==> config.mk <==
export PLATFORM = sky130hd
export DESIGN_NAME = qmca_trigger
export DESIGN_NICKNAME = d
export VERILOG_FILES = /design/src/rtl/qmca_trigger.sv
export SDC_FILE = /design/constraint.sdc
export NUM_CORES = 2
export LEC_CHECK = 0
export ABC_CLOCK_PERIOD_IN_PS = 19000
export CAP_MARGIN = 15
export CORE_MARGIN = 2
export CORE_UTILIZATION = 40
export DETAILED_ROUTE_END_ITERATION = 10
export PLACE_DENSITY = 0.62
export SLEW_MARGIN = 40
export SYNTH_ARGS = -nofsm -noshare
export SYNTH_HDL_FRONTEND = slang
export SYNTH_SLANG_ARGS = --single-unit
==> constraint.sdc <==
create_clock -name clk -period 19 [get_ports clk]
set_input_delay 5.7 -clock clk [delete_from_list [all_inputs] [get_ports clk]]
set_output_delay 5.7 -clock clk [all_outputs]
set_load 0.03 [all_outputs]
==> src/rtl/qmca_trigger.sv <==
`default_nettype none
// ============================================================================
//  Module      : qmca_trigger
//  Description : Event-capture stage. Watches four ADC channels for a rising
//                threshold crossing, captures a fixed-length waveform of the
//                triggering channel into an internal buffer, then streams it
//                out as a header word followed by the samples (valid/ready).
//                Only one capture is in flight at a time.
//  Ports       : clk, rst (async, active-high)  - clock / hard reset
//                conf_rst                        - soft reset, synchronous
//                conf_threshold/buf_size/channel - trigger configuration
//                adc_valid, adc_data             - 4 x ADC_WIDTH sample sets
//                evt_data/valid/ready/last       - output event stream
//                sm_channel, sm_data             - channel of event / busy
//  Revision    : 1.0 - initial release
// ============================================================================
module qmca_trigger #(
    parameter int ADC_WIDTH = 14,
    parameter int BUF_DEPTH = 256
) (
    input  logic                   clk,
    input  logic                   rst,
    input  logic                   conf_rst,
    input  logic [ADC_WIDTH-1:0]   conf_threshold,
    input  logic [7:0]             conf_buf_size,
    input  logic [2:0]             conf_channel,
    input  logic                   adc_valid,
    input  logic [4*ADC_WIDTH-1:0] adc_data,
    output logic [15:0]            evt_data,
    output logic                   evt_valid,
    input  logic                   evt_ready,
    output logic                   evt_last,
    output logic [1:0]             sm_channel,
    output logic                   sm_data
);

    typedef enum logic [1:0] {
        S_IDLE    = 2'd0,
        S_CAPTURE = 2'd1,
        S_READOUT = 2'd2
    } state_t;

    state_t               state_q, state_d;
    logic [ADC_WIDTH-1:0] prev_q [4];
    logic [ADC_WIDTH-1:0] prev_d [4];
    logic [1:0]           ch_q, ch_d;
    logic [7:0]           len_q, len_d;
    logic [7:0]           addr_q, addr_d;      // last buffer address written
    logic [7:0]           rd_q, rd_d;          // next sample index to present
    logic [15:0]          evt_data_q, evt_data_d;
    logic                 evt_valid_q, evt_valid_d;
    logic                 evt_last_q, evt_last_d;

    logic [ADC_WIDTH-1:0] w_cur [4];
    logic [3:0]           w_cross;
    logic                 w_trig;
    logic [1:0]           w_trig_ch;
    logic                 w_wr_en;
    logic [7:0]           w_wr_addr;
    logic [ADC_WIDTH-1:0] w_wr_data;
    logic [ADC_WIDTH-1:0] w_rd_data;

    logic [ADC_WIDTH-1:0] mem [BUF_DEPTH];

    function automatic logic [15:0] f_header(input logic [1:0] ch, input logic [7:0] len);
        return {1'b1, 5'b0, ch, len};
    endfunction

    generate
        for (genvar n = 0; n < 4; n++) begin : g_ch
            assign w_cur[n]   = adc_data[n*ADC_WIDTH +: ADC_WIDTH];
            assign w_cross[n] = adc_valid && (prev_q[n] < conf_threshold)
                                          && (w_cur[n] >= conf_threshold);
        end
    endgenerate

    // Channel selection; in all-channel mode the lowest index wins a tie,
    // hence the descending scan where later hits overwrite earlier ones.
    always_comb begin
        w_trig    = 1'b0;
        w_trig_ch = 2'd0;
        if (conf_channel == 3'd4) begin
            for (int n = 3; n >= 0; n--) begin
                if (w_cross[n]) begin
                    w_trig    = 1'b1;
                    w_trig_ch = 2'(n);
                end
            end
        end else if (!conf_channel[2]) begin
            w_trig    = w_cross[conf_channel[1:0]];
            w_trig_ch = conf_channel[1:0];
        end
    end

    // Asynchronous buffer read gives the readout path the next sample
    // without a bubble after each accepted word.
    assign w_rd_data = mem[rd_q];

    always_comb begin
        state_d     = state_q;
        ch_d        = ch_q;
        len_d       = len_q;
        addr_d      = addr_q;
        rd_d        = rd_q;
        evt_data_d  = evt_data_q;
        evt_valid_d = evt_valid_q;
        evt_last_d  = evt_last_q;
        w_wr_en     = 1'b0;
        w_wr_addr   = addr_q;
        w_wr_data   = w_cur[ch_q];
        for (int n = 0; n < 4; n++) begin
            prev_d[n] = adc_valid ? w_cur[n] : prev_q[n];
        end

        case (state_q)
            S_IDLE: begin
                if (w_trig) begin
                    ch_d      = w_trig_ch;
                    len_d     = conf_buf_size;
                    addr_d    = 8'd0;
                    rd_d      = 8'd0;
                    w_wr_en   = 1'b1;
                    w_wr_addr = 8'd0;
                    w_wr_data = w_cur[w_trig_ch];
                    if (conf_buf_size == 8'd0) begin
                        state_d     = S_READOUT;
                        evt_valid_d = 1'b1;
                        evt_last_d  = 1'b0;
                        evt_data_d  = f_header(w_trig_ch, conf_buf_size);
                    end else begin
                        state_d = S_CAPTURE;
                    end
                end
            end
            S_CAPTURE: begin
                if (adc_valid) begin
                    w_wr_en   = 1'b1;
                    w_wr_addr = addr_q + 8'd1;
                    addr_d    = addr_q + 8'd1;
                    if ((addr_q + 8'd1) == len_q) begin
                        state_d     = S_READOUT;
                        evt_valid_d = 1'b1;
                        evt_last_d  = 1'b0;
                        evt_data_d  = f_header(ch_q, len_q);
                    end
                end
            end
            S_READOUT: begin
                if (evt_ready) begin
                    if (evt_last_q) begin
                        state_d     = S_IDLE;
                        evt_valid_d = 1'b0;
                        evt_last_d  = 1'b0;
                        evt_data_d  = 16'd0;
                    end else begin
                        evt_data_d = {{(16-ADC_WIDTH){1'b0}}, w_rd_data};
                        evt_last_d = (rd_q == len_q);
                        rd_d       = rd_q + 8'd1;
                    end
                end
            end
            default: begin
                state_d = S_IDLE;
            end
        endcase

        // Soft reset has the same effect as rst, one edge later.
        if (conf_rst) begin
            state_d     = S_IDLE;
            ch_d        = 2'd0;
            len_d       = 8'd0;
            addr_d      = 8'd0;
            rd_d        = 8'd0;
            evt_data_d  = 16'd0;
            evt_valid_d = 1'b0;
            evt_last_d  = 1'b0;
            w_wr_en     = 1'b0;
            for (int n = 0; n < 4; n++) begin
                prev_d[n] = '1;
            end
        end
    end

    always_ff @(posedge clk or posedge rst) begin
        if (rst) begin
            state_q     <= S_IDLE;
            ch_q        <= 2'd0;
            len_q       <= 8'd0;
            addr_q      <= 8'd0;
            rd_q        <= 8'd0;
            evt_data_q  <= 16'd0;
            evt_valid_q <= 1'b0;
            evt_last_q  <= 1'b0;
            // All-ones history means the first sample can never cross.
            for (int n = 0; n < 4; n++) begin
                prev_q[n] <= '1;
            end
        end else begin
            state_q     <= state_d;
            ch_q        <= ch_d;
            len_q       <= len_d;
            addr_q      <= addr_d;
            rd_q        <= rd_d;
            evt_data_q  <= evt_data_d;
            evt_valid_q <= evt_valid_d;
            evt_last_q  <= evt_last_d;
            for (int n = 0; n < 4; n++) begin
                prev_q[n] <= prev_d[n];
            end
        end
    end

    always_ff @(posedge clk) begin
        if (w_wr_en) begin
            mem[w_wr_addr] <= w_wr_data;
        end
    end

    assign evt_data   = evt_data_q;
    assign evt_valid  = evt_valid_q;
    assign evt_last   = evt_last_q;
    assign sm_channel = ch_q;
    assign sm_data    = (state_q != S_IDLE);

endmodule
`default_nettype wire
==> results.md <==
* DRC at 0
* Critical path launch point type: input port
* PwrDens at around 120 nW/um^2
* Final clock skew at 96.8 ps
* Max Clk Rate at 88.2 MHz
* Syn-to-layout area delta at 14.8%
* Async SR Flop Fraction at 2.74%
* Row cnt at 221
* Worst slack, placed at 6740 ps
* Final period utilization at 59.7%
* Root Driver: clkbuf_16
* Layout Nets at roughly 7.0k
* Via count at ~70k
* Post-CTS Setup Bufs at 0
* DIE HEIGHT at 608 um
* Flop pwr share at 49.1%
* Sw frac at 25.2%
* Worst-path fanout max at 84
* Cell Count, Final, Fillers Out at 11.9k
* VDD IR-drop max at 0.202 mV
* Total negative slack at 0 ps
* DR pass1 iterations at 6
* Chip Width at 608 um
* Synth area leaders: edfxtp_1 (74%), mux4_2 (18%), dfstp_2 (1.0%)
* # Max-Cap Violations at 0
* Clock sink count at about 3.7k
* GRT met3 Usage at ~3.4%
* Syn_area_per_cell at 22.9 sq um
* Initial antenna violation count at 12
* Post-CTS Hold Fix Bufs at 0
* Post-synth EDFFs at 3584
* Pwr Total at around 19 mW
* Vias per inst at 5.85
* Initial Util at slightly above 40%
* Gpl congestion at 0.833
* Routed wire length at about 370000 um
* Clock group share of total power at 36.9%
* Post-synthesis cell area at 146000 sq um
* Top Usage Layer GRT: met2
* CTS tree: yes
* CORE AREA at 363000 sq um
* Count of cell types in the netlist at between 80 and 90
* # H-tree levels at 5
* Layout cells sized above 1 at 32.6%
* Critical path class: input port to flop
* Slew of the pin with the lowest slew margin at 887 ps
* Met2 Use GR at 31.8%
* Slew margin rel. at 40.9%
* Ports at ~110
* P_int at roughly 14 mW
* Cts repair resizes at 0
* Status: completed
* Most frequent cells after synthesis: edfxtp_1 (3584), mux4_2 (1190), clkbuf_1 (231)
* Post-synth top area share at approximately 74%
* Net Sw Power at between 4 and 5 mW
* Reg-to-reg startpoint: rd_q[0]
* Clk slew on worst S/H paths at about 60 ps
* Final worst path period need at about 11000 ps
* DP Wirelength at 222000 um
* Setup-failing EPs final at 0
* R2R cell count at 12
* Post-synthesis sequential area ratio at 75.5%
* Vias in the first global route at about 70k
* Critical path arrival at 11940 ps
* R2r setup slk at 12070 ps
* Yosys warns at 0
* Syn nets at 6581
* First-pass GRT wire length at 533000 um
* Post-synthesis register bit count at 3685
* GRT Residual Overflow at 0
* CP endpoint kind: flop
* Violation count after the first detailed-route iteration at 8656
* Clock Latency Late Sink at around 950 ps
* Most frequent cell after synthesis: edfxtp_1
* Crit Reg-Reg Endpoint: evt_data[2]
* Die area at 370000 sq um
* WL per Instance at 31.1 um
* Max Slew Vio Count at 0
* Comb power frac at between 10 and 15%
* Tot GR Track Use at 19.9%
* Worst hold path type: flop to flop
* M1 GR Usage at 28.6%
* Clock buffer depth at 4
* Fin worst setup slack at ~7700 ps
* Yosys top cell by area: edfxtp_1
* Final Hold Fails at 0
* Detail Route Antenna Nets at 0
* Largest net degree at the start of global routing at ~190
* Worst Path Required at 19600 ps
* Syn Inst Count at 6382
* Prevailing post-synth register cell: edfxtp_1
* Static Leak at 50.7 nW
* Placed Cells incl. Taps at 11.2k
* Hold Slack at 484 ps
* # port buffers at approximately 110
* Setup crit start: conf_threshold[2]
* CTS buffer count at 369
* RSZ-0062 raised after global routing: false
* Worst setup path end: mem[136][11]
==> layer usage <==
layer  vias up  part of all wire, %
li1      28300                    -
met1     38000                   41
met3       451                  8.1
met2      3028                   48
met4         4                  2.4
met5         -               0.0073
==> kinds of logic after synthesis <==
kind of cell    after synthesis  share of synthesized area, %
flops                      3685                          75.5
mux                        1245                          18.7
simple gates                607                          1.99
buf+inv                     406                          1.11
compound gates              300                          1.55
fa+ha+maj                   113                         0.968
xor+xnor                     25                         0.150
other cells                   1                       0.00257
==> critical path, stage by stage <==
cell	delay [ps]
clkdlybuf4s50_1	400
inv_1	310
ha_1	320
a21oi_1	140
o21ai_0	150
a221oi_1	520
o31a_1	270
a2bb2oi_1	580
a31oi_1	250
nand2_2	290
buf_4	560
nand2_1	200
o21ai_4	100
buf_4	500
buf_6	690
buf_4	750
==> worst min-delay path by stage <==
stage                      start            to  slack [ps]  cells past startpoint
CTS                  evt_data[2]   evt_data[2]         480                      2
global placement    evt_data[15]  evt_data[15]         480                      2
floorplan             state_q[0]    state_q[0]         500                      2
finish               evt_data[2]   evt_data[2]         480                      2
global route         evt_data[2]   evt_data[2]         510                      2
detailed placement   evt_data[2]   evt_data[2]         470                      2
==> placed cells by master (no fill, tap or decap), types with 36 or more instances in the layout <==
| master | instances |
|---|---|
| edfxtp_1 | 3584 |
| clkbuf_16 | 371 |
| mux2i_1 | 42 |
| nor2_1 | 184 |
| clkbuf_1 | 74 |
| o21ai_0 | 36 |
| a21oi_1 | 44 |
| clkinv_1 | 86 |
| dfrtp_1 | 39 |
| mux4_2 | 1190 |
| nor2b_1 | 38 |
| clkdlybuf4s50_1 | 103 |
| ha_1 | 113 |
| buf_4 | 279 |
| nor3_2 | 69 |
| clkinv_2 | 66 |
| dfstp_2 | 56 |
| buf_6 | 37 |
| a211o_1 | 59 |
| nand2_1 | 90 |
==> registers in the layout, summed over array words and instances, names as in the netlist <==
signal and flops:
addr_q 8, evt_data 15, evt_last 1, evt_valid 1
len_q 8, mem 3584, prev_q 56, rd_q 8
sm_channel 2, state_q 2
==> final cells by class <==
cell class	instances	area (sq um)
flip-flops and latches	3685	110000
inverters	35	134
multi-input cells	2291	35200
diodes	6	15.0
clock inverters	220	2140
well taps	4794	6000
fillers	29600	195000
clock buffers	445	9560
repair buffers	457	4300
==> through the flow <==
step / util (%) / instance area [sq um]
final: 46.2 / 168000
after global routing: 46.2 / 168000
after CTS: 46.1 / 167000
after detailed placement: 42.9 / 155000
after global placement: 42.7 / 155000
after floorplan: - / 146000
==> power by group through the flow <==
stage	combinational (mW)	sequential [mW]	clock (mW)
global route	2.86	9.49	7.56
detailed placement	2.71	9.66	0
global placement	2.61	9.67	0
finish	2.71	9.49	7.12
floorplan	1.52	10.0	0
CTS	2.71	9.49	7.24
No activity file was read; power rests on OpenSTA's default activity.
